==> src/rtl/pwm_capture.sv <==
// pwm_capture: measures the period and high time of an external PWM input in
// clk cycles and exposes the results on a simple register bus.
//
// Bus handshake: a write takes effect on the clk edge where bus_we is high
// (one cycle per write, no wait states). bus_rdata is combinational from
// bus_addr and always valid; there is no read strobe and no backpressure.
module pwm_capture #(
    parameter int          CNT_W   = 32,
    parameter logic [31:0] TMO_RST = 32'd1_000_000
) (
    input  logic        clk,
    input  logic        rst,
    input  logic        bus_we,
    input  logic [31:0] bus_addr,
    input  logic [31:0] bus_wdata,
    output logic [31:0] bus_rdata,
    input  logic        pwm_in,
    output logic        irq
);

    typedef enum logic [1:0] {
        IDLE  = 2'd0,
        ARMED = 2'd1,
        RUN   = 2'd2
    } state_e;

    localparam logic [CNT_W-1:0] CNT_MAX  = {CNT_W{1'b1}};
    localparam logic [CNT_W-1:0] CNT_ONE  = CNT_W'(1);
    localparam logic [CNT_W-1:0] TMO_INIT = TMO_RST[CNT_W-1:0];

    state_e           state_q, state_d;
    logic             s1_q, s1_d, s2_q, s2_d, prev_q, prev_d;
    logic [CNT_W-1:0] cnt_q, cnt_d;
    logic [CNT_W-1:0] hi_lat_q, hi_lat_d;
    logic [CNT_W-1:0] period_q, period_d;
    logic [CNT_W-1:0] high_q, high_d;
    logic [CNT_W-1:0] tmo_reg_q, tmo_reg_d;
    logic             valid_q, valid_d;
    logic             tmo_flag_q, tmo_flag_d;
    logic             en_q, en_d;
    logic             irq_en_q, irq_en_d;

    logic             rise, fall;
    logic [CNT_W-1:0] cnt_inc;
    logic [CNT_W-1:0] wdata_cnt;
    logic [2:0]       reg_sel;
    logic             wr_ctrl, wr_status, wr_tmo;
    logic             measuring, do_capture, do_hi_latch, do_timeout;
    logic             unused_bus_bits;

    // Address bits outside [4:2] and data bits beyond the register widths are ignored.
    assign unused_bus_bits = ^{bus_addr[31:5], bus_addr[1:0], bus_wdata};

    // Edge detection on the synchronized input, saturating count+1 and bus decode.
    always_comb begin
        rise      = s2_q & ~prev_q;
        fall      = ~s2_q & prev_q;
        cnt_inc   = (cnt_q == CNT_MAX) ? cnt_q : cnt_q + CNT_ONE;
        wdata_cnt = bus_wdata[CNT_W-1:0];
        reg_sel   = bus_addr[4:2];
        wr_ctrl   = bus_we && (reg_sel == 3'd0);
        wr_status = bus_we && (reg_sel == 3'd3);
        wr_tmo    = bus_we && (reg_sel == 3'd4);
    end

    // FSM state register.
    always_ff @(posedge clk) begin
        if (rst) state_q <= IDLE;
        else     state_q <= state_d;
    end

    // FSM next state: first rise arms, second rise starts running; timeout or disable drops to IDLE.
    always_comb begin
        state_d = state_q;
        if (!en_q) begin
            state_d = IDLE;
        end else begin
            case (state_q)
                IDLE:    if (rise) state_d = ARMED;
                ARMED:   if (rise) state_d = RUN;
                         else if (do_timeout) state_d = IDLE;
                RUN:     if (do_timeout) state_d = IDLE;
                default: state_d = IDLE;
            endcase
        end
    end

    // FSM outputs: capture strobes, only while enabled and measuring.
    always_comb begin
        measuring   = en_q && (state_q != IDLE);
        do_capture  = measuring && rise;
        do_hi_latch = measuring && fall;
        do_timeout  = measuring && !rise && (cnt_inc >= tmo_reg_q);
    end

    // Datapath next values: counter, latches, captures, W1C flags (set wins) and control registers.
    always_comb begin
        s1_d       = pwm_in;
        s2_d       = s1_q;
        prev_d     = s2_q;
        cnt_d      = cnt_q;
        if (en_q) cnt_d = rise ? '0 : cnt_inc;
        hi_lat_d   = do_hi_latch ? cnt_inc : hi_lat_q;
        period_d   = do_capture ? cnt_inc : period_q;
        high_d     = do_capture ? hi_lat_q : high_q;
        valid_d    = do_capture | (valid_q & ~(wr_status & bus_wdata[0]));
        tmo_flag_d = do_timeout | (tmo_flag_q & ~(wr_status & bus_wdata[1]));
        en_d       = wr_ctrl ? bus_wdata[0] : en_q;
        irq_en_d   = wr_ctrl ? bus_wdata[1] : irq_en_q;
        tmo_reg_d  = tmo_reg_q;
        if (wr_tmo) tmo_reg_d = (wdata_cnt == '0) ? CNT_ONE : wdata_cnt;
    end

    // Datapath registers.
    always_ff @(posedge clk) begin
        if (rst) begin
            s1_q       <= 1'b0;
            s2_q       <= 1'b0;
            prev_q     <= 1'b0;
            cnt_q      <= '0;
            hi_lat_q   <= '0;
            period_q   <= '0;
            high_q     <= '0;
            valid_q    <= 1'b0;
            tmo_flag_q <= 1'b0;
            en_q       <= 1'b0;
            irq_en_q   <= 1'b0;
            tmo_reg_q  <= TMO_INIT;
        end else begin
            s1_q       <= s1_d;
            s2_q       <= s2_d;
            prev_q     <= prev_d;
            cnt_q      <= cnt_d;
            hi_lat_q   <= hi_lat_d;
            period_q   <= period_d;
            high_q     <= high_d;
            valid_q    <= valid_d;
            tmo_flag_q <= tmo_flag_d;
            en_q       <= en_d;
            irq_en_q   <= irq_en_d;
            tmo_reg_q  <= tmo_reg_d;
        end
    end

    // Read mux; unmapped addresses and unused upper bits read 0.
    always_comb begin
        bus_rdata = '0;
        case (reg_sel)
            3'd0:    bus_rdata[1:0] = {irq_en_q, en_q};
            3'd1:    bus_rdata[CNT_W-1:0] = period_q;
            3'd2:    bus_rdata[CNT_W-1:0] = high_q;
            3'd3:    bus_rdata[2:0] = {s2_q, tmo_flag_q, valid_q};
            3'd4:    bus_rdata[CNT_W-1:0] = tmo_reg_q;
            default: ;
        endcase
    end

    assign irq = valid_q & irq_en_q;

endmodule
==> config.mk <==
export PLATFORM = sky130hd
export DESIGN_NAME = pwm_capture
export DESIGN_NICKNAME = d
export VERILOG_FILES = /design/src/rtl/pwm_capture.sv
export SDC_FILE = /design/constraint.sdc
export NUM_CORES = 1
export LEC_CHECK = 0
export CAP_MARGIN = 30
export CELL_PAD_IN_SITES_DETAIL_PLACEMENT = 0
export CELL_PAD_IN_SITES_GLOBAL_PLACEMENT = 1
export CORE_MARGIN = 1.5
export CORE_UTILIZATION = 38
export DETAILED_ROUTE_END_ITERATION = 8
export HOLD_SLACK_MARGIN = 0.15
export PLACE_DENSITY = 0.8
export REMOVE_ABC_BUFFERS = 1
export SKIP_CTS_REPAIR_TIMING = 1
export SLEW_MARGIN = 10
export SYNTH_ARGS = -nofsm -noshare
export SYNTH_HDL_FRONTEND = slang
export SYNTH_SLANG_ARGS = --single-unit
==> constraint.sdc <==
create_clock -name clk -period 3.7 [get_ports clk]
set_input_delay 0.74 -clock clk [delete_from_list [all_inputs] [get_ports clk]]
set_output_delay 0.74 -clock clk [all_outputs]
set_load 0.05 [all_outputs]
# After elaboration in Yosys (flattened, before gate mapping)
# Index checks and enable logic that the tools add are counted.
# word_totals
romBits	0
word_cells	61
mem_bits_rw	0
input_bits	68
n_memories	0
output_inout_bits	33
register_bits	169
latchBits	0
# op_classes
mul	0
div	0
magnitude_cmp	1
reduce_logical	14
bitwise_logic	14
mux	10
n_shift	0
addsub	1
eq_ne	8
# op_table
cell	n
32-bit 2-to-1 mux	3
29-bit one-hot mux with 3 select lines	1
32-bit by 1-bit adder with 32-bit output, second input constant	1
32-bit == test, second input constant	1
32-bit greater-or-equal comparator	1
32-bit zero test	1
2-bit one-hot mux with 5 select lines	1
1-bit logical AND	8
1-bit AND	7
3-bit by 2-bit == test with 1-bit output, second input constant	2
2-bit 2-to-1 mux	3
2-bit one-hot mux with 3 select lines	1
1-bit NOT	5
1-bit one-hot mux with 4 select lines	1
3-bit by 1-bit == test with 1-bit output, second input constant	1
3-bit == test, second input constant	1
3-bit zero test	1
2-bit by 1-bit == test with 1-bit output, second input constant	1
2-bit == test, second input constant	1
2-bit zero test	1
2-bit inequality test, second input constant	1
1-bit bitwise OR	2
2-bit nonzero test	1
2-bit OR reduction	1
1-bit zero test	1

# Logic depth before layout (Yosys ltp)
# depth
ltp_word	8
ltp_mapped	14

# Least setup slack after synthesis
# No wires, ideal clock.
# synth_timing
path_type	input to output
startpoint	input port bus_addr[3]
endpoint	output port bus_rdata[10]
slack_ps	121
t_arrival_ps	2839
t_required_ps	2960
path_buffers	3
stages	6
path_cell_list	clkbuf_1 -> nor2b_1 -> clkbuf_1 -> clkbuf_1 -> a22oi_1 -> o21ai_0
# synth_via
elab_chain_cells	2
word_cells_on_any_way	4
cone_classes	eq/ne (3); mux (1)
# synth_rtl
element	line	source
from (decl)	14	input logic [31:0] bus_addr,
3-bit == test, or another cell as far along	148	case (reg_sel)
29-bit one-hot mux with 3 select lines *	148	
to (decl)	16	output logic [31:0] bus_rdata,
# Mark *: on every way between the ends. The rest lies on a longest branch, timed or not.

# Worst setup path after layout
# layout_timing
startpoint	register cnt_q[31]
endpoint	register tmo_flag_q
# layout_via
elab_chain_cells	5
word_cells_on_any_way	6
cone_classes	add/sub (1); order compare (1); eq/ne (1); mux (1); bitwise (1); reduce/logical (1)
# layout_rtl
element	line	source
from (decl)	33	logic [CNT_W-1:0] cnt_q, cnt_d;
from (signal assigned)	133	cnt_q <= cnt_d;
32-bit == test	58	cnt_inc = (cnt_q == CNT_MAX) ? cnt_q : cnt_q + CNT_ONE;
32-bit 2-to-1 mux	58	
via cnt_inc[14]	44	logic [CNT_W-1:0] cnt_inc;
32-bit greater-or-equal comparator	93	do_timeout = measuring && !rise && (cnt_inc >= tmo_reg_q);
1-bit logical AND	93	
1-bit bitwise OR	107	tmo_flag_d = do_timeout | (tmo_flag_q & ~(wr_status & bus_wdata[1]));
to (signal assigned)	138	tmo_flag_q <= tmo_flag_d;
to (decl)	39	logic tmo_flag_q, tmo_flag_d;
# The timed path passes the listed nets, and every way through them passes these cells.
# A chain may end at the register's enable or synchronous reset.

==> results.yml <==
sta:
  period_minus_slack_ns: 3.51
  fin_setup_tns_ns: 0
  finalMaxSlewViolations: 0
  finClkSkew_ns: 0.0148
  fmax_mhz: 285
  period_share_pct: 94.8
  hold_viol: 0
  worst_slew_pin_slew_ns: 0.815
  setup_violations: 0
  slew_headroom_pct: 45.6
synth:
  synth_top_area_share_pct: 38.8
  syn_avg_cell_area_um2: 7.67
  yosys-top-cells-count: "nand2_1, dfxtp_1, a21oi_1, o21ai_0, clkbuf_1"
  ys_types: 62
  yosysTopAreaCell: "dfxtp_1"
  synthTopCellsByArea: "dfxtp_1, nand2_1, a21oi_1"
  yosysMostFrequentCell: "nand2_1"
  synth_edf_count: 0
  yosysWarnings: 0
  synth_seq_area_share_pct: 38.8
  syn_area_um2: 8720
  synth-seq-cells: 169
  ys_async_sr_fraction_pct: 0
  ys.flop_type: "dfxtp_1"
  netlist_instances: 1138
worst_hold_path:
  min_path_type: "flop to flop"
  hold_depth: 2
cts:
  cts_buffer_depth: 2
  cts_tree: "done"
  clk_pin_slew_ns: 0.07
  cts_num_sinks: 169
  numCtsBuffers: 17
  htree_levels: 4
  insertion_delay_ns: 0.44
  root_buffer: "clkbuf_16"
cells_and_area:
  n_antenna_cell: 0
  layout.nets: 1334
  final_util_pct: 49.7
  drive_above_1_share_pct: 15.2
  syn2layout_area_growth_pct: 28.5
  fillCellCount: 2234
worst_setup_path:
  rr_worst_depth: 11
  crit_arrival_ns: 3.89
  cp-end-kind: "flop"
  path_max_fanout: 6
  worstSetupPathType: "flop to flop"
  r2r_slack_ns: 0.19
  cp.required_ns: 4.08
  start_kind: "flop"
floorplanning:
  fp.dieW_um: 155
  start_util_pct: 38.7
  rows: 55
  io_pins: 101
  coreArea_um2: 22600
  die_h_um: 155
  die-area_um2: 23900
power_and_ir_drop:
  swShare_pct: 24.0
  internal_power_mw: 3.06
  seq_power_share_pct: 45.7
  p_switching_mw: 0.967
  comb_power_share_pct: 6.5
  power.share.clock_pct: 47.7
  p_leak_nw: 4.11
  power_density_nw_per_um2: 359
  ir_drop_v: 0.000287
run_status:
  status: "complete, no violations"
place:
  hpwl_um: 19000
  port_buffers: 71
  gp_congestion: 0.979
global_routing:
  grt.overflow.total: 0
  grt_pass1_vias: 8108
  grt_pass1_wl_um: 43800
  antenna_found_initial: 0
  grt_use_total_pct: 23.2
  grt_max_degree: 56
routing:
  wl_per_cell_um: 17.7
  via_per_inst: 5.62
  ant_nets: 0
  drt_first_pass_iters: 5
  wl_um: 27200
  drcViolationCount: 0
  drt-initial-drc-count: 769
  vias: 8602
flow_run:
  cap_violations: 0
kinds of logic after synthesis:
family,share of synthesized area [%]
and+or+nand+nor,21.8
xor gates and xnor gates,2.01
adders and majority gates,4.73
buffers and inverters,6.71
DFF,38.8
AOI/OAI and AO/OA,24.2
muxes,1.81
metrics by stage:
stage,setup slack [ns],cell area [µm²],total power [mW],hold WS (ns),instances
after floorplan,-1.24,8380,1.98,0.414,1051
after global placement,0.124,10500,2.14,0.429,1496
after detailed placement,0.0624,10500,2.14,0.440,1496
after CTS,0.0420,11100,4.06,0.450,1528
after global routing,-0.0114,11200,4.16,0.467,1531
final,0.193,11200,4.03,0.445,1531
cell type report:
type / instances / area, µm² / area share (%)
clock buffers: 20 / 467 / 4.16
clock inverters: 12 / 161 / 1.44
inverters: 65 / 244 / 2.18
multi-input cells: 817 / 4850 / 43.2
flip-flops and latches: 169 / 3380 / 30.2
well taps: 285 / 357 / 3.18
repair buffers: 163 / 1760 / 15.7
power by group through the flow:
stage	clock [mW]	sequential, mW	combinational (mW)
CTS	1.95	1.84	0.261
floorplan	0	1.88	0.0939
detailed placement	0	1.88	0.259
global route	2.03	1.84	0.284
global placement	0	1.88	0.258
finish	1.92	1.84	0.263
worst paths after layout:
| check | start | to |
|---|---|---|
| worst max-delay path | cnt_q[31] | tmo_flag_q |
| worst min-delay path | hi_lat_q[15] | high_q[15] |
| worst max register to register | cnt_q[31] | tmo_flag_q |
| worst min register to register | hi_lat_q[15] | high_q[15] |
state kept, by name, summed over array words and instances, names as in the netlist:
register    flops
cnt_q          32
valid_q         1
s1_q            1
high_q         32
prev_d          1
irq_en_q        1
state_q         2
tmo_reg_q      32
tmo_flag_q      1
prev_q          1
hi_lat_q       32
period_q       32
en_q            1
layer usage:
layer	GRT usage [%]	wire length, µm
met1	31.8	13000
met3	3.39	1260
met5	0	0
met4	6.68	404
met2	37.8	12500
worst max-delay path: stages, from the launching register on:
cell and delay [ns]:
dfxtp_1 0.41, nand3_1 0.17, or4_4 0.59, o311ai_2 0.32
xnor2_1 0.22, inv_1 0.07, ha_1 0.30, nand4_1 0.12
or4_1 0.54, o32a_1 0.34, a211oi_1 0.25, a311o_1 0.13
placed cells by master (no fill, tap or decap), types with 6 or more instances in the layout:
master	count
and3_1	10
ha_1	33
o211ai_1	10
nor2b_1	7
o22ai_1	10
and4_1	7
or4_1	9
a21oi_1	123
buf_4	90
nor2_1	35
nand3_1	20
a311oi_1	6
nand2_1	206
a211oi_1	8
nand4_1	26
o21ai_0	99
inv_1	64
xnor2_1	14
buf_12	35
a31oi_1	23
mux2i_1	9
clkbuf_16	17
or3_1	16
nor3_1	17
a22oi_1	33
dfxtp_1	169
nor4_1	15
clkdlybuf4s50_1	38
No activity file was read; power rests on OpenSTA's default activity.
